**config.mk**
```make
export PLATFORM = sky130hd
export DESIGN_NAME = ctrl_flush_pipe
export DESIGN_NICKNAME = d
export VERILOG_FILES = /design/src/rtl/ctrl_flush_pipe.sv
export SDC_FILE = /design/constraint.sdc
export NUM_CORES = 1
export LEC_CHECK = 0
export ABC_CLOCK_PERIOD_IN_PS = 2300
export BUFFER_PORTS_ARGS = -buffer_cell sky130_fd_sc_hd__clkbuf_2
export CAP_MARGIN = 20
export CORE_ASPECT_RATIO = 1.75
export CORE_MARGIN = 5
export CORE_UTILIZATION = 50
export CTS_CLUSTER_SIZE = 28
export DETAILED_ROUTE_END_ITERATION = 8
export GPL_ROUTABILITY_DRIVEN = 0
export PLACE_DENSITY_LB_ADDON = 0.15
export SLEW_MARGIN = 25
export SYNTH_ARGS = -nofsm -noshare
export SYNTH_HDL_FRONTEND = slang
export SYNTH_SLANG_ARGS = --single-unit
```
**constraint.sdc**
```tcl
create_clock -name clk -period 2.3 [get_ports clk]
set_input_delay 0.46 -clock clk [delete_from_list [all_inputs] [get_ports clk]]
set_output_delay 0.46 -clock clk [all_outputs]
set_load 0.03 [all_outputs]
```
**src/rtl/ctrl_flush_pipe.sv**
```systemverilog
// ctrl_flush_pipe
//   ID/EX control-bundle pipeline register with flush, stall and
//   multi-cycle bubble insertion. A flush request squashes FLUSH_CYCLES
//   consecutive slots (restarting while flush stays high). Bubbles keep
//   only the KEEP_MASK bits of ctrl_in and carry valid_out=0. Every
//   inserted bubble bumps a saturating performance counter.
//
// Ports
//   clk         in   rising-edge clock
//   rst_n       in   asynchronous active-low reset
//   ctrl_in     in   [CTRL_W-1:0] decoded control bundle from ID
//   valid_in    in   ID stage holds a real instruction
//   stall       in   hold the register (load-use hazard)
//   flush       in   squash request (pulse or level)
//   ctrl_out    out  [CTRL_W-1:0] registered control bundle to EX
//   valid_out   out  ctrl_out carries a real instruction
//   flushing    out  multi-cycle flush in progress
//   bubble_cnt  out  [CNT_W-1:0] saturating bubble count
module ctrl_flush_pipe #(
  parameter int               CTRL_W       = 10,
  parameter int               FLUSH_CYCLES = 1,
  parameter logic [CTRL_W-1:0] KEEP_MASK   = '0,
  parameter int               CNT_W        = 16
) (
  input  logic              clk,
  input  logic              rst_n,
  input  logic [CTRL_W-1:0] ctrl_in,
  input  logic              valid_in,
  input  logic              stall,
  input  logic              flush,
  output logic [CTRL_W-1:0] ctrl_out,
  output logic              valid_out,
  output logic              flushing,
  output logic [CNT_W-1:0]  bubble_cnt
);

  // The remaining-bubble counter is 4 bits wide, so 15 is the ceiling.
  generate
    if (FLUSH_CYCLES < 1 || FLUSH_CYCLES > 15) begin : g_bad_cfg
      $error("ctrl_flush_pipe: FLUSH_CYCLES must be in 1..15");
    end
  endgenerate

  localparam logic [3:0] RELOAD   = 4'(FLUSH_CYCLES - 1);
  localparam bit         MULTI    = (FLUSH_CYCLES > 1);

  typedef enum logic [0:0] {
    IDLE  = 1'b0,
    FLUSH = 1'b1
  } state_t;

  state_t      state, state_d;
  logic [3:0]  rem, rem_d;
  logic        load_bubble;
  logic        load_input;

  function automatic logic [CNT_W-1:0] sat_inc(input logic [CNT_W-1:0] v);
    return (&v) ? v : v + 1'b1;
  endfunction

  // State register
  always_ff @(posedge clk or negedge rst_n) begin
    if (!rst_n) begin
      state <= IDLE;
      rem   <= 4'd0;
    end else begin
      state <= state_d;
      rem   <= rem_d;
    end
  end

  // Next-state logic: flush beats stall in both states.
  always_comb begin
    state_d = state;
    rem_d   = rem;
    unique case (state)
      IDLE: begin
        if (flush && MULTI) begin
          state_d = FLUSH;
          rem_d   = RELOAD;
        end
      end
      FLUSH: begin
        if (flush) begin
          rem_d = RELOAD;
        end else if (!stall) begin
          rem_d = rem - 4'd1;
          if (rem == 4'd1) begin
            state_d = IDLE;
          end
        end
      end
      default: begin
        state_d = IDLE;
        rem_d   = 4'd0;
      end
    endcase
  end

  // Output decode: which update the EX-side register takes this edge.
  always_comb begin
    load_bubble = 1'b0;
    load_input  = 1'b0;
    unique case (state)
      IDLE: begin
        if (flush) begin
          load_bubble = 1'b1;
        end else if (!stall) begin
          load_input = 1'b1;
        end
      end
      FLUSH: begin
        // A stalled FLUSH slot holds: no bubble, no count.
        load_bubble = flush || !stall;
      end
      default: begin
        load_bubble = 1'b0;
        load_input  = 1'b0;
      end
    endcase
  end

  // ID/EX register
  always_ff @(posedge clk or negedge rst_n) begin
    if (!rst_n) begin
      ctrl_out   <= '0;
      valid_out  <= 1'b0;
      bubble_cnt <= '0;
    end else if (load_bubble) begin
      ctrl_out   <= ctrl_in & KEEP_MASK;
      valid_out  <= 1'b0;
      bubble_cnt <= sat_inc(bubble_cnt);
    end else if (load_input) begin
      ctrl_out   <= ctrl_in;
      valid_out  <= valid_in;
    end
  end

  // Driven straight from the state register, so no input-to-output path.
  assign flushing = (state == FLUSH);

endmodule

```
==> results.json <==
{
  "yosys_warnings": 0,
  "grt_usage_pct": 17.20,
  "min_period_ns": 1.874,
  "wl_per_cell_um": 15.50,
  "hold_violations": 0,
  "area_growth_pct": 21.55,
  "grt_overflow": 0,
  "setup_viol": 0,
  "htree_levels": 2,
  "setup_tns_ns": 0,
  "max-vdd-ir-drop_mv": 0.7722,
  "drive_above_1_share_pct": 29.28,
  "clock-root-buffer": "clkbuf_8",
  "nNetsFinal": 198,
  "switchingPower_uw": 784.7,
  "cts-buffers-inserted": 5,
  "synth_seq_area_share_pct": 53.87,
  "crit_arrival_ns": 2.04,
  "synth_edf_count": 0,
  "maxCapViolCount": 0,
  "p_sw_share_pct": 39.91,
  "drt_wl_total_um": 3239,
  "cp_max_fo": 9,
  "cp.required_ns": 2.47,
  "grt_max_degree": 33,
  "clock_latency_ns": 0.28,
  "end_kind": "flop",
  "synthesis.nets": 153,
  "start_kind": "flop",
  "synthCells": 135,
  "grt_pass1_vias": 1218,
  "antennaDiodeCount": 0,
  "io_buffers": 42,
  "dieWidth_um": 51.22,
  "drc": 0,
  "p_comb_share_pct": 34.2,
  "mostFrequentLayoutCell": "clkbuf_2",
  "dp_hpwl_um": 2398,
  "core_area_um2": 2895,
  "synth_area_um2": 1486,
  "cts_setup_buffers": 0,
  "start_util_pct": 51.34,
  "drv_slew": 0,
  "async_flop_share_pct": 100.0,
  "ys_seq_elements": 32,
  "status": "complete, no violations",
  "final_cell_mix": "42 x clkbuf_2, 32 x dfrtp_1, 20 x nor2_1",
  "avgSynthCellArea_um2": 11.01,
  "antenna_found_initial": 0,
  "num_io_pins": 43,
  "finalPower_mw": 1.967,
  "ant_nets": 0,
  "die_area_um2": 4206,
  "cts_hold_buf": 0,
  "synth_area_leaders": "dfrtp_1 54%, xor2_1 8.2%, a22oi_1 5.6%",
  "fmax_mhz": 533.5,
  "finClkSkew_ns": 0.001439,
  "hold_class": "in2async",
  "path_clk_slew_ns": 0.06,
  "cellPowerDensity_nw_per_um2": 1088,
  "p_leak_nw": 0.9456,
  "num_vias": 1177,
  "p_clk_share_pct": 22.4,
  "grt_pass1_wl_um": 5430,
  "crit_type": "reg2reg",
  "yosysTopAreaCellShare_pct": 53.87,
  "fin_crit_sh_pct": 81.49,
  "p_int_mw": 1.182,
  "num_rows": 26,
  "clockBufferDepth": 2,
  "cts_tree": "yes",
  "cts.sink_count": 32,
  "yosys.area.top_type": "dfrtp_1",
  "maxSlewHeadroom_pct": 48.66,
  "first_pass_iters": 4,
  "rsz0062_at_grt": "no",
  "worst_pin_slew_ns": 0.7701,
  "post_cts_resized": 0,
  "p_seq_share_pct": 43.4,
  "synthDistinctLibCells": 35,
  "vias_per_cell": 5.632,
  "synth-main-ff-cell": "dfrtp_1",
  "chipHeight_um": 82.13,
  "drt-initial-drc-count": 34
}
worst max-delay path, stage by stage, from the launching register on:
cell and delay [ns]:
dfrtp_1 0.41, ha_1 0.20, nand3_1 0.14, nor4_4 0.58
nor2_2 0.11, mux2_4 0.32
metrics by stage:
step / util (%) / setup slack (ns) / cell area [µm²] / instances / hold slack (ns)
finish: 62.40 / 0.4256 / 1807 / 209 / 0.2447
global route: 62.40 / 0.2831 / 1807 / 209 / 0.3147
CTS: 62.40 / 0.4126 / 1807 / 209 / 0.2649
detailed placement: 59.29 / 0.3489 / 1717 / 201 / 0.5063
global placement: 59.29 / 0.4217 / 1717 / 201 / 0.5050
floorplan: - / 0.4503 / 1486 / 135 / 0.1644
power groups by stage:
stage / clock, mW / combinational (mW) / sequential (mW)
2_1_floorplan: 0 / 0.290 / 1.04
3_3_place_gp: 0 / 0.654 / 0.858
3_5_place_dp: 0 / 0.675 / 0.863
4_1_cts: 0.456 / 0.680 / 0.852
5_1_grt: 0.479 / 0.735 / 0.877
6_report: 0.441 / 0.672 / 0.854
sequential cells by signal, indices dropped and copies added (netlist names):
signal	flops
flushing	1
rem	4
ctrl_out	10
valid_out	1
bubble_cnt	16
worst paths after layout:
check                               start              to  slack (ns)  cells past startpoint
min in group clk                 valid_in       valid_out        0.43                      3
max in group asynchronous           rst_n  bubble_cnt[10]        1.57                      1
setup reg to reg            bubble_cnt[0]   bubble_cnt[1]        0.43                      5
hold / removal                      rst_n        flushing        0.24                      1
hold reg to reg            bubble_cnt[10]  bubble_cnt[10]        0.53                      1
setup / recovery            bubble_cnt[0]   bubble_cnt[1]        0.43                      5
cell families after synthesis:
| group | synth area share (%) |
|---|---|
| DFF | 53.87 |
| muxes | 1.683 |
| buffers and inverters | 2.525 |
| xor gates and xnor gates | 8.839 |
| and+or+nand+nor | 19.53 |
| adders and majority gates | 2.526 |
| AOI/OAI and AO/OA | 11.03 |
Yosys cell counts (all sizes together), types with 3 or more instances:
cell type and instances:
dfrtp 32, nor3 7, nor2 21, inv 6, a22oi 11, nand2 4, xor2 14, nand4 4
ha 3, nor4 3, clkbuf 3
final cells by class:
type	instances	area (µm²)
fillers	257	1089
repair buffers	42	210.2
inverters	6	22.52
clock buffers	8	90.09
multi-input cells	93	648.1
well taps	28	35.03
flip-flops and latches	32	800.8
routing by layer:
metal | wire length, µm | track usage (%) | up-vias
met5 | 0 | 0 | -
met1 | 1248 | 17.63 | 566
met4 | 80 | 9.711 | 0
li1 | - | - | 570
met3 | 187 | 4.488 | 6
met2 | 1723 | 31.14 | 35
(Power assumes the default switching activity.)
